[src/rtl/motor3_commutation_seq_if.sv]
// Operator controls and phase-driver commands of the six-step commutation sequencer.
// The master side drives the controls; the slave side is the sequencer.
interface motor3_commutation_seq_if;
  logic       m3startI;
  logic       m3forceStopI;
  logic       m3invRotateI;
  logic       m3freqINCi;
  logic       m3freqDECi;
  logic       m3powerINCi;
  logic       m3powerDECi;
  logic [1:0] aDU2o;
  logic [1:0] bDU2o;
  logic [1:0] cDU2o;
  logic [2:0] stepO;
  logic       runningO;
  logic [9:0] freqO;
  logic [3:0] powerO;

  modport master (
    output m3startI, m3forceStopI, m3invRotateI,
    output m3freqINCi, m3freqDECi, m3powerINCi, m3powerDECi,
    input  aDU2o, bDU2o, cDU2o, stepO, runningO, freqO, powerO
  );

  modport slave (
    input  m3startI, m3forceStopI, m3invRotateI,
    input  m3freqINCi, m3freqDECi, m3powerINCi, m3powerDECi,
    output aDU2o, bDU2o, cDU2o, stepO, runningO, freqO, powerO
  );
endinterface

[src/rtl/motor3_commutation_seq.sv]
// Six-step commutation sequencer: a phase accumulator paces the electrical steps,
// and a free-running PWM counter gates the high-side driver of the active step.
module motor3_commutation_seq #(
  parameter int CLK_HZ    = 1000000,
  parameter int FREQ_MIN  = 1,
  parameter int FREQ_MAX  = 1000,
  parameter int FREQ_INIT = 10,
  parameter int PWR_MAX   = 15,
  parameter int PWR_INIT  = 4
) (
  input  logic                     clkI,
  input  logic                     rstI,
  motor3_commutation_seq_if.slave  bus
);
  localparam int ACC_W = $clog2(CLK_HZ + 6 * FREQ_MAX);
  localparam logic [ACC_W-1:0] CLK_VAL = ACC_W'(CLK_HZ);

  typedef enum logic [1:0] {IDLE = 2'd0, RUN = 2'd1, BRAKE = 2'd2} state_t;

  state_t           state_reg, state_next;
  logic [2:0]       step_reg, step_next;
  logic [ACC_W-1:0] acc_reg, acc_next, acc_sum;
  logic [3:0]       pwm_cnt_reg;
  logic [9:0]       freq_reg;
  logic [3:0]       power_reg;
  logic [3:0]       cur_reg, prev_reg;
  logic [3:0]       edge_hit;
  logic [1:0]       high_idx, low_idx;
  logic             pwm_on;

  // Bit order of the edge vectors: freq INC, freq DEC, power INC, power DEC.
  assign edge_hit = cur_reg & ~prev_reg;

  always_ff @(posedge clkI or posedge rstI) begin
    if (rstI) begin
      cur_reg   <= '0;
      prev_reg  <= '0;
      freq_reg  <= 10'(FREQ_INIT);
      power_reg <= 4'(PWR_INIT);
    end else begin
      cur_reg  <= {bus.m3powerDECi, bus.m3powerINCi, bus.m3freqDECi, bus.m3freqINCi};
      prev_reg <= cur_reg;
      if (edge_hit[0] && !edge_hit[1] && (freq_reg < 10'(FREQ_MAX)))
        freq_reg <= freq_reg + 10'd1;
      else if (edge_hit[1] && !edge_hit[0] && (freq_reg > 10'(FREQ_MIN)))
        freq_reg <= freq_reg - 10'd1;
      if (edge_hit[2] && !edge_hit[3] && (power_reg < 4'(PWR_MAX)))
        power_reg <= power_reg + 4'd1;
      else if (edge_hit[3] && !edge_hit[2] && (power_reg > 4'd0))
        power_reg <= power_reg - 4'd1;
    end
  end

  always_ff @(posedge clkI or posedge rstI) begin
    if (rstI)
      pwm_cnt_reg <= '0;
    else if (pwm_cnt_reg == 4'(PWR_MAX))
      pwm_cnt_reg <= '0;
    else
      pwm_cnt_reg <= pwm_cnt_reg + 4'd1;
  end

  assign pwm_on = (pwm_cnt_reg < power_reg);

  always_ff @(posedge clkI or posedge rstI) begin
    if (rstI) begin
      state_reg <= IDLE;
      step_reg  <= '0;
      acc_reg   <= '0;
    end else begin
      state_reg <= state_next;
      step_reg  <= step_next;
      acc_reg   <= acc_next;
    end
  end

  always_comb begin
    state_next = state_reg;
    step_next  = step_reg;
    acc_next   = acc_reg;
    acc_sum    = acc_reg + ACC_W'(freq_reg) * ACC_W'(6);
    case (state_reg)
      IDLE: begin
        if (bus.m3forceStopI) begin
          state_next = BRAKE;
        end else if (bus.m3startI) begin
          state_next = RUN;
          acc_next   = '0;
          step_next  = 3'd0;
        end
      end
      RUN: begin
        if (bus.m3forceStopI) begin
          state_next = BRAKE;
        end else if (!bus.m3startI) begin
          state_next = IDLE;
        end else if (acc_sum >= CLK_VAL) begin
          // Keep the remainder so the long-run step rate is exactly 6*freq.
          acc_next = acc_sum - CLK_VAL;
          if (bus.m3invRotateI)
            step_next = (step_reg == 3'd0) ? 3'd5 : step_reg - 3'd1;
          else
            step_next = (step_reg == 3'd5) ? 3'd0 : step_reg + 3'd1;
        end else begin
          acc_next = acc_sum;
        end
      end
      BRAKE: begin
        if (!bus.m3forceStopI)
          state_next = IDLE;
      end
      default: state_next = IDLE;
    endcase
  end

  // Phase indices 0/1/2 = A/B/C for the high-side and low-side driver of each step.
  always_comb begin
    high_idx = 2'd0;
    low_idx  = 2'd1;
    case (step_reg)
      3'd0: begin high_idx = 2'd0; low_idx = 2'd1; end
      3'd1: begin high_idx = 2'd0; low_idx = 2'd2; end
      3'd2: begin high_idx = 2'd1; low_idx = 2'd2; end
      3'd3: begin high_idx = 2'd1; low_idx = 2'd0; end
      3'd4: begin high_idx = 2'd2; low_idx = 2'd0; end
      3'd5: begin high_idx = 2'd2; low_idx = 2'd1; end
      default: begin high_idx = 2'd0; low_idx = 2'd1; end
    endcase
  end

  // Each command is chosen from a single role, so code 3 cannot be produced.
  for (genvar gi = 0; gi < 3; gi++) begin : g_phase
    logic [1:0] cmd_next, cmd_reg;

    always_comb begin
      cmd_next = 2'd0;
      case (state_reg)
        RUN: begin
          if (high_idx == 2'(gi))
            cmd_next = pwm_on ? 2'd2 : 2'd0;
          else if (low_idx == 2'(gi))
            cmd_next = 2'd1;
        end
        BRAKE:   cmd_next = 2'd1;
        default: cmd_next = 2'd0;
      endcase
    end

    always_ff @(posedge clkI or posedge rstI) begin
      if (rstI)
        cmd_reg <= 2'd0;
      else
        cmd_reg <= cmd_next;
    end
  end

  assign bus.aDU2o    = g_phase[0].cmd_reg;
  assign bus.bDU2o    = g_phase[1].cmd_reg;
  assign bus.cDU2o    = g_phase[2].cmd_reg;
  assign bus.stepO    = step_reg;
  assign bus.runningO = (state_reg == RUN);
  assign bus.freqO    = freq_reg;
  assign bus.powerO   = power_reg;
endmodule

[src/flat_wrapper.sv]
// flat-port wrapper written by rule: the top's interface ports become plain ports
module motor3_commutation_seq_flat 
#(
  parameter int CLK_HZ    = 1000000,
  parameter int FREQ_MIN  = 1,
  parameter int FREQ_MAX  = 1000,
  parameter int FREQ_INIT = 10,
  parameter int PWR_MAX   = 15,
  parameter int PWR_INIT  = 4
)
  (clkI, rstI, bus_m3startI, bus_m3forceStopI, bus_m3invRotateI, bus_m3freqINCi, bus_m3freqDECi, bus_m3powerINCi, bus_m3powerDECi, bus_aDU2o, bus_bDU2o, bus_cDU2o, bus_stepO, bus_runningO, bus_freqO, bus_powerO);
  motor3_commutation_seq_if bus_i ();
  input  logic clkI;
  input  logic rstI;
  input wire logic [$bits(bus_i.m3startI)-1:0] bus_m3startI;
  input wire logic [$bits(bus_i.m3forceStopI)-1:0] bus_m3forceStopI;
  input wire logic [$bits(bus_i.m3invRotateI)-1:0] bus_m3invRotateI;
  input wire logic [$bits(bus_i.m3freqINCi)-1:0] bus_m3freqINCi;
  input wire logic [$bits(bus_i.m3freqDECi)-1:0] bus_m3freqDECi;
  input wire logic [$bits(bus_i.m3powerINCi)-1:0] bus_m3powerINCi;
  input wire logic [$bits(bus_i.m3powerDECi)-1:0] bus_m3powerDECi;
  output wire logic [$bits(bus_i.aDU2o)-1:0] bus_aDU2o;
  output wire logic [$bits(bus_i.bDU2o)-1:0] bus_bDU2o;
  output wire logic [$bits(bus_i.cDU2o)-1:0] bus_cDU2o;
  output wire logic [$bits(bus_i.stepO)-1:0] bus_stepO;
  output wire logic [$bits(bus_i.runningO)-1:0] bus_runningO;
  output wire logic [$bits(bus_i.freqO)-1:0] bus_freqO;
  output wire logic [$bits(bus_i.powerO)-1:0] bus_powerO;
  assign bus_i.m3startI = bus_m3startI;
  assign bus_i.m3forceStopI = bus_m3forceStopI;
  assign bus_i.m3invRotateI = bus_m3invRotateI;
  assign bus_i.m3freqINCi = bus_m3freqINCi;
  assign bus_i.m3freqDECi = bus_m3freqDECi;
  assign bus_i.m3powerINCi = bus_m3powerINCi;
  assign bus_i.m3powerDECi = bus_m3powerDECi;
  assign bus_aDU2o = bus_i.aDU2o;
  assign bus_bDU2o = bus_i.bDU2o;
  assign bus_cDU2o = bus_i.cDU2o;
  assign bus_stepO = bus_i.stepO;
  assign bus_runningO = bus_i.runningO;
  assign bus_freqO = bus_i.freqO;
  assign bus_powerO = bus_i.powerO;
  motor3_commutation_seq #(.CLK_HZ(CLK_HZ), .FREQ_MIN(FREQ_MIN), .FREQ_MAX(FREQ_MAX), .FREQ_INIT(FREQ_INIT), .PWR_MAX(PWR_MAX), .PWR_INIT(PWR_INIT)) u_core (.clkI(clkI), .rstI(rstI), .bus(bus_i));
endmodule
[config.mk]
export PLATFORM = sky130hd
export DESIGN_NAME = motor3_commutation_seq_flat
export DESIGN_NICKNAME = d
export VERILOG_FILES = /design/src/rtl/motor3_commutation_seq_if.sv /design/src/rtl/motor3_commutation_seq.sv /design/src/flat_wrapper.sv
export SDC_FILE = /design/constraint.sdc
export NUM_CORES = 1
export LEC_CHECK = 0
export ABC_AREA = 1
export BUFFER_PORTS_ARGS = -buffer_cell sky130_fd_sc_hd__buf_2
export CAP_MARGIN = 25
export CELL_PAD_IN_SITES_DETAIL_PLACEMENT = 1
export CELL_PAD_IN_SITES_GLOBAL_PLACEMENT = 1
export CORE_MARGIN = 8
export CORE_UTILIZATION = 45
export CTS_CLUSTER_SIZE = 8
export DETAILED_ROUTE_END_ITERATION = 7
export GPL_TIMING_DRIVEN = 0
export PLACE_DENSITY = 0.83
export RECOVER_POWER = 25
export SLEW_MARGIN = 20
export SYNTH_ARGS = -nofsm -noshare
export SYNTH_HDL_FRONTEND = slang
export SYNTH_SLANG_ARGS = --single-unit
[constraint.sdc]
create_clock -name clkI -period 4.3 [get_ports clkI]
set_clock_uncertainty 0.1 [all_clocks]
set_input_delay 0.86 -clock clkI [delete_from_list [all_inputs] [get_ports clkI]]
set_output_delay 0.86 -clock clkI [all_outputs]
set_load 0.005 [all_outputs]
==> results of run 1 <==
==> cell usage after synthesis, types with 3 or more instances <==
cell type and count:
nand3b_1 4, ha_1 49, xor2_1 22, dfstp_2 3, a21oi_1 21, fa_1 3, nand2_1 199, nand2_2 4
xnor2_1 6, dfrtp_1 53, inv_1 107, o21ai_0 17, inv_2 3, nor2_1 23, nand4_1 16, o22ai_1 5
nor3_1 8, nor2_2 5, nand3_1 63
==> repair_timing <==
action                                  in CTS  in global routing
endpoints found under the hold margin        0                  0
gates resized for setup                     25                 46
setup buffers                               24                 10
pin swaps                                   12                 28
endpoints found under the setup margin      17                 17
==> path summary, 6_finish.rpt <==
check / from / endpoint / slack, ns / cells past startpoint
worst max-delay path: u_core.bus.freqO[3]$_DFFE_PP1P_ / u_core.acc_reg[8]$_DFFE_PP0P_ / 0.006 / 30
worst min-delay path: u_core.cur_reg[0]$_DFF_PP0_ / u_core.prev_reg[0]$_DFF_PP0_ / 0.30 / 0
worst max register to register: u_core.bus.freqO[3]$_DFFE_PP1P_ / u_core.acc_reg[8]$_DFFE_PP0P_ / 0.006 / 30
worst min register to register: u_core.cur_reg[0]$_DFF_PP0_ / u_core.prev_reg[0]$_DFF_PP0_ / 0.30 / 0
max in group asynchronous: rstI / u_core.bus.freqO[2]$_DFFE_PP0P_ / 1.78 / 2
min in group asynchronous: rstI / u_core.bus.freqO[5]$_DFFE_PP0P_ / 1.10 / 2
==> kinds of logic after synthesis <==
group | synth area share
compound gates | 0.0786
simple gates | 0.310
xor+xnor | 0.0538
buf+inv | 0.0989
fa+ha+maj | 0.148
mux | 0.00220
flops | 0.309
==> layout make-up <==
class                   instances  area (um2)  share of cell area
plain buffers                   5        45.0             0.00819
inverters                     110         417              0.0758
well taps                     133         166              0.0303
multi-input cells             466        2940               0.535
flip-flops and latches         56        1410               0.256
repair buffers                 66         427              0.0776
clock buffers                   5        68.8              0.0125
clock inverters                 3        27.5             0.00501
==> routing by layer <==
metal | vias to the layer above | GRT usage
li1 | 2181 | -
met1 | 2170 | 0.236
met2 | 76 | 0.393
met3 | 24 | 0.0238
met4 | 0 | 0.0580
met5 | - | 0
==> placed cells by master (no fill, tap or decap), types with 16 or more instances in the layout <==
master   instances
nand2_1        181
inv_1          103
nand3_1         56
dfrtp_1         51
ha_1            44
buf_2           32
buf_4           31
xor2_1          20
nand2_2         18
nor2_1          17
nand4_1         16
==> per-stage QoR <==
step	area, um2	worst slack (ns)	util
after floorplan	4550	0.338	-
after global placement	4880	-0.216	0.497
after detailed placement	4880	-0.345	0.497
after CTS	5250	0.0140	0.534
after global routing	5500	-0.352	0.560
final	5500	0.00573	0.560
==> out/metrics.cfg, run 1 <==
[status]
status = finished with violations
violations = capacitance limit, slew limit

[clock_network]
clock-sinks = 56
numCtsBuffers = 5
postCtsHoldBufs = 0
cts_tree = built
clkTransAtPathRegs_ns = 0.12
cts_root_buf = clkbuf_8
clk_latency_ns = 0.32
ctsLongestPathBuffers = 2
htree_levels = 2

[synth]
synthTopCellsByArea = dfrtp_1 29%, nand2_1 16%, ha_1 13%, inv_1 8.8%, nand3_1 6.9%
synth_edf_count = 0
syn_nets = 698
synth.distinct_cells = 38
postSynthCellCount = 637
synth_ff_type = dfrtp_1
syn_area_um2 = 4550
yosysWarnings = 0
yosysTopAreaCellShare = 0.291
avgSynthCellArea_um2 = 7.15
yosys.area.top_type = dfrtp_1
ys_seq_area_frac = 0.309
async_reset_ff_frac = 1.00
ys_ff_latch = 56

[final_layout]
layout-drive-gt1-share = 0.215
antenna_cells = 0
largest_reg_flops = 19
area_growth_pct = 20.7
nFillCells = 1290
nNetsFinal = 771
finalNonFillerCells = 844

[sta]
min_period_ns = 4.29
rsz0062_at_grt = true
finalMaxSlewViolations = 57
fmax_mhz = 233
max_slew_margin = -0.643
fin_crit_sh = 0.999
tightest_slew_ns = 2.45
setup_viol = 0
finalSetupTns_ns = 0
whs_ns = 0.295
hold_violations = 0

[critical_path]
cp.arrival_ns = 4.42
cp_num_buf_inv = 3
crit_family = simple AND/OR/NAND/NOR gates
critPathMostFrequentCell = nand2_2
slowest_delay_ns = 0.58
critPathRequiredTime_ns = 4.43
cp-end-kind = flip-flop
cpMaxStageDelayCell = dfstp_2
critPathMaxFanout = 10
crit_path_start_kind = flip-flop
worst-setup-path-type = flip-flop to flip-flop

[placement]
portBuffers = 32
hpwl_um = 9970
place_inst = 802
gp_congestion = 0.846

[drt]
met3WireLength_um = 472
vias_per_cell = 5.27
drc = 0
drtIter0Drc = 265
top_layer = met4
totalWireLength_um = 13800
via_count = 4451
m1WireLength_um = 5860
wl_per_cell_um = 16.4
drt-pass1-iter-count = 5
wl_met2_um = 7220
ant_nets = 0

[die]
die_area_um2 = 13600
core_area_um2 = 9820
dieHeight_um = 117
io-pin-count = 33
die_w_um = 117
rows = 36
start_util = 0.464

[global_routing]
overflow = 0
antenna_found_initial = 0
grt_max_degree = 57
grtUsageTotal = 0.206
grt_pass1_wl_um = 22500
grt_pass1_vias = 4806

[job]
drv_cap = 1

[min_path]
hold_path.class = flip-flop to flip-flop

Power of run 1 is left out: the tool's default activity adds up to more than one toggle a clock period on the data nets, which glitch-free logic cannot reach.
==> run 2: changes to the inputs <==
Settings changed: RECOVER_POWER 25 to unset.
==> out/metrics.cfg, run 2 (synthesized netlist as in run 1, its figures left out) <==
[status]
status = finished clean

[global_routing]
overflow = 0
grt_max_degree = 57
grt_pass1_wl_um = 22500
grtUsageTotal = 0.206
grt_pass1_vias = 4806
antenna_found_initial = 0

[critical_path]
cp-end-kind = flip-flop
critPathRequiredTime_ns = 4.43
cp_num_buf_inv = 3
cpMaxStageDelayCell = dfstp_2
worst-setup-path-type = flip-flop to flip-flop
critPathMaxFanout = 10
crit_path_start_kind = flip-flop
crit_family = simple AND/OR/NAND/NOR gates
slowest_delay_ns = 0.58
critPathMostFrequentCell = nand2_2
cp.arrival_ns = 4.42

[final_layout]
finalNonFillerCells = 844
layout-drive-gt1-share = 0.215
mostFrequentLayoutCells = 181 x nand2_1, 103 x inv_1, 56 x nand3_1
largest_reg_flops = 19
nFillCells = 1291
nNetsFinal = 771
antenna_cells = 0
layout_commonest_cell = nand2_1
area_growth_pct = 20.8

[drt]
via_count = 4451
drc = 0
wl_per_cell_um = 16.4
totalWireLength_um = 13800
ant_nets = 0
vias_per_cell = 5.27
drt-pass1-iter-count = 5
drtIter0Drc = 265

[clock_network]
clk_latency_ns = 0.32
cts_root_buf = clkbuf_8
clock-sinks = 56
clkTransAtPathRegs_ns = 0.12
numCtsBuffers = 5
htree_levels = 2
cts_tree = built
ctsLongestPathBuffers = 2

[die]
io-pin-count = 33
die_w_um = 117
die_area_um2 = 13600
core_area_um2 = 9820
dieHeight_um = 117
rows = 36
start_util = 0.464

[job]
drv_cap = 0

[sta]
setup_viol = 0
fmax_mhz = 233
tightest_slew_ns = 0.914
hold_violations = 0
rsz0062_at_grt = true
max_slew_margin = 0.383
finalMaxSlewViolations = 0
min_period_ns = 4.29
fin_crit_sh = 0.999

[placement]
gp_congestion = 0.846
portBuffers = 32
place_inst = 802
hpwl_um = 9970

[min_path]
hold_path.class = flip-flop to flip-flop

==> run 2: final timing paths <==
| path | start | end | slack, ns | cells after the start |
|---|---|---|---|---|
| worst max-delay path | u_core.bus.freqO[3]$_DFFE_PP1P_ | u_core.acc_reg[8]$_DFFE_PP0P_ | 0.006 | 30 |
| worst min-delay path | u_core.cur_reg[0]$_DFF_PP0_ | u_core.prev_reg[0]$_DFF_PP0_ | 0.30 | 0 |
| worst max register to register | u_core.bus.freqO[3]$_DFFE_PP1P_ | u_core.acc_reg[8]$_DFFE_PP0P_ | 0.006 | 30 |
| worst min register to register | u_core.cur_reg[0]$_DFF_PP0_ | u_core.prev_reg[0]$_DFF_PP0_ | 0.30 | 0 |
| max in group asynchronous | rstI | u_core.bus.freqO[2]$_DFFE_PP0P_ | 3.08 | 2 |
| min in group asynchronous | rstI | u_core.bus.freqO[5]$_DFFE_PP0P_ | 0.54 | 2 |
==> run 2: what timing repair did <==
action	CTS	global route
gates resized for setup	25	46
buffers inserted	24	10
endpoints found under the setup margin	17	17
cloned	0	0
hold buffers	0	0
pin swaps	12	28
==> run 2: final cells by class <==
type,instances,area [um2],share of cell area
clock buffer,5,68.8,0.0125
inverter,110,418,0.0760
timing repair buffer,66,427,0.0776
tap,133,166,0.0303
buffer,5,45.0,0.00819
clock inverter,3,27.5,0.00500
sequential,56,1410,0.256
multi-input combinational,466,2940,0.535
==> run 2: through the flow <==
stage / utilization / worst slack [ns] / hold slack, ns / cell area (um2) / TNS [ns]
2_1_floorplan: - / 0.338 / 0.254 / 4550 / 0
3_3_place_gp: 0.497 / -0.216 / 0.259 / 4880 / -2.98
3_5_place_dp: 0.497 / -0.345 / 0.270 / 4880 / -5.09
4_1_cts: 0.534 / 0.0140 / 0.300 / 5250 / 0
5_1_grt: 0.560 / -0.352 / 0.327 / 5500 / -4.79
6_report: 0.560 / 0.00573 / 0.295 / 5500 / 0
==> run 2: routing by layer <==
layer / track usage / vias to the layer above / part of all wire
met2: 0.393 / 76 / 0.52
met4: 0.0580 / 0 / 0.020
met5: 0 / - / 0
li1: - / 2181 / -
met3: 0.0238 / 24 / 0.034
met1: 0.236 / 2170 / 0.42
Power of run 2 is left out for the same reason.
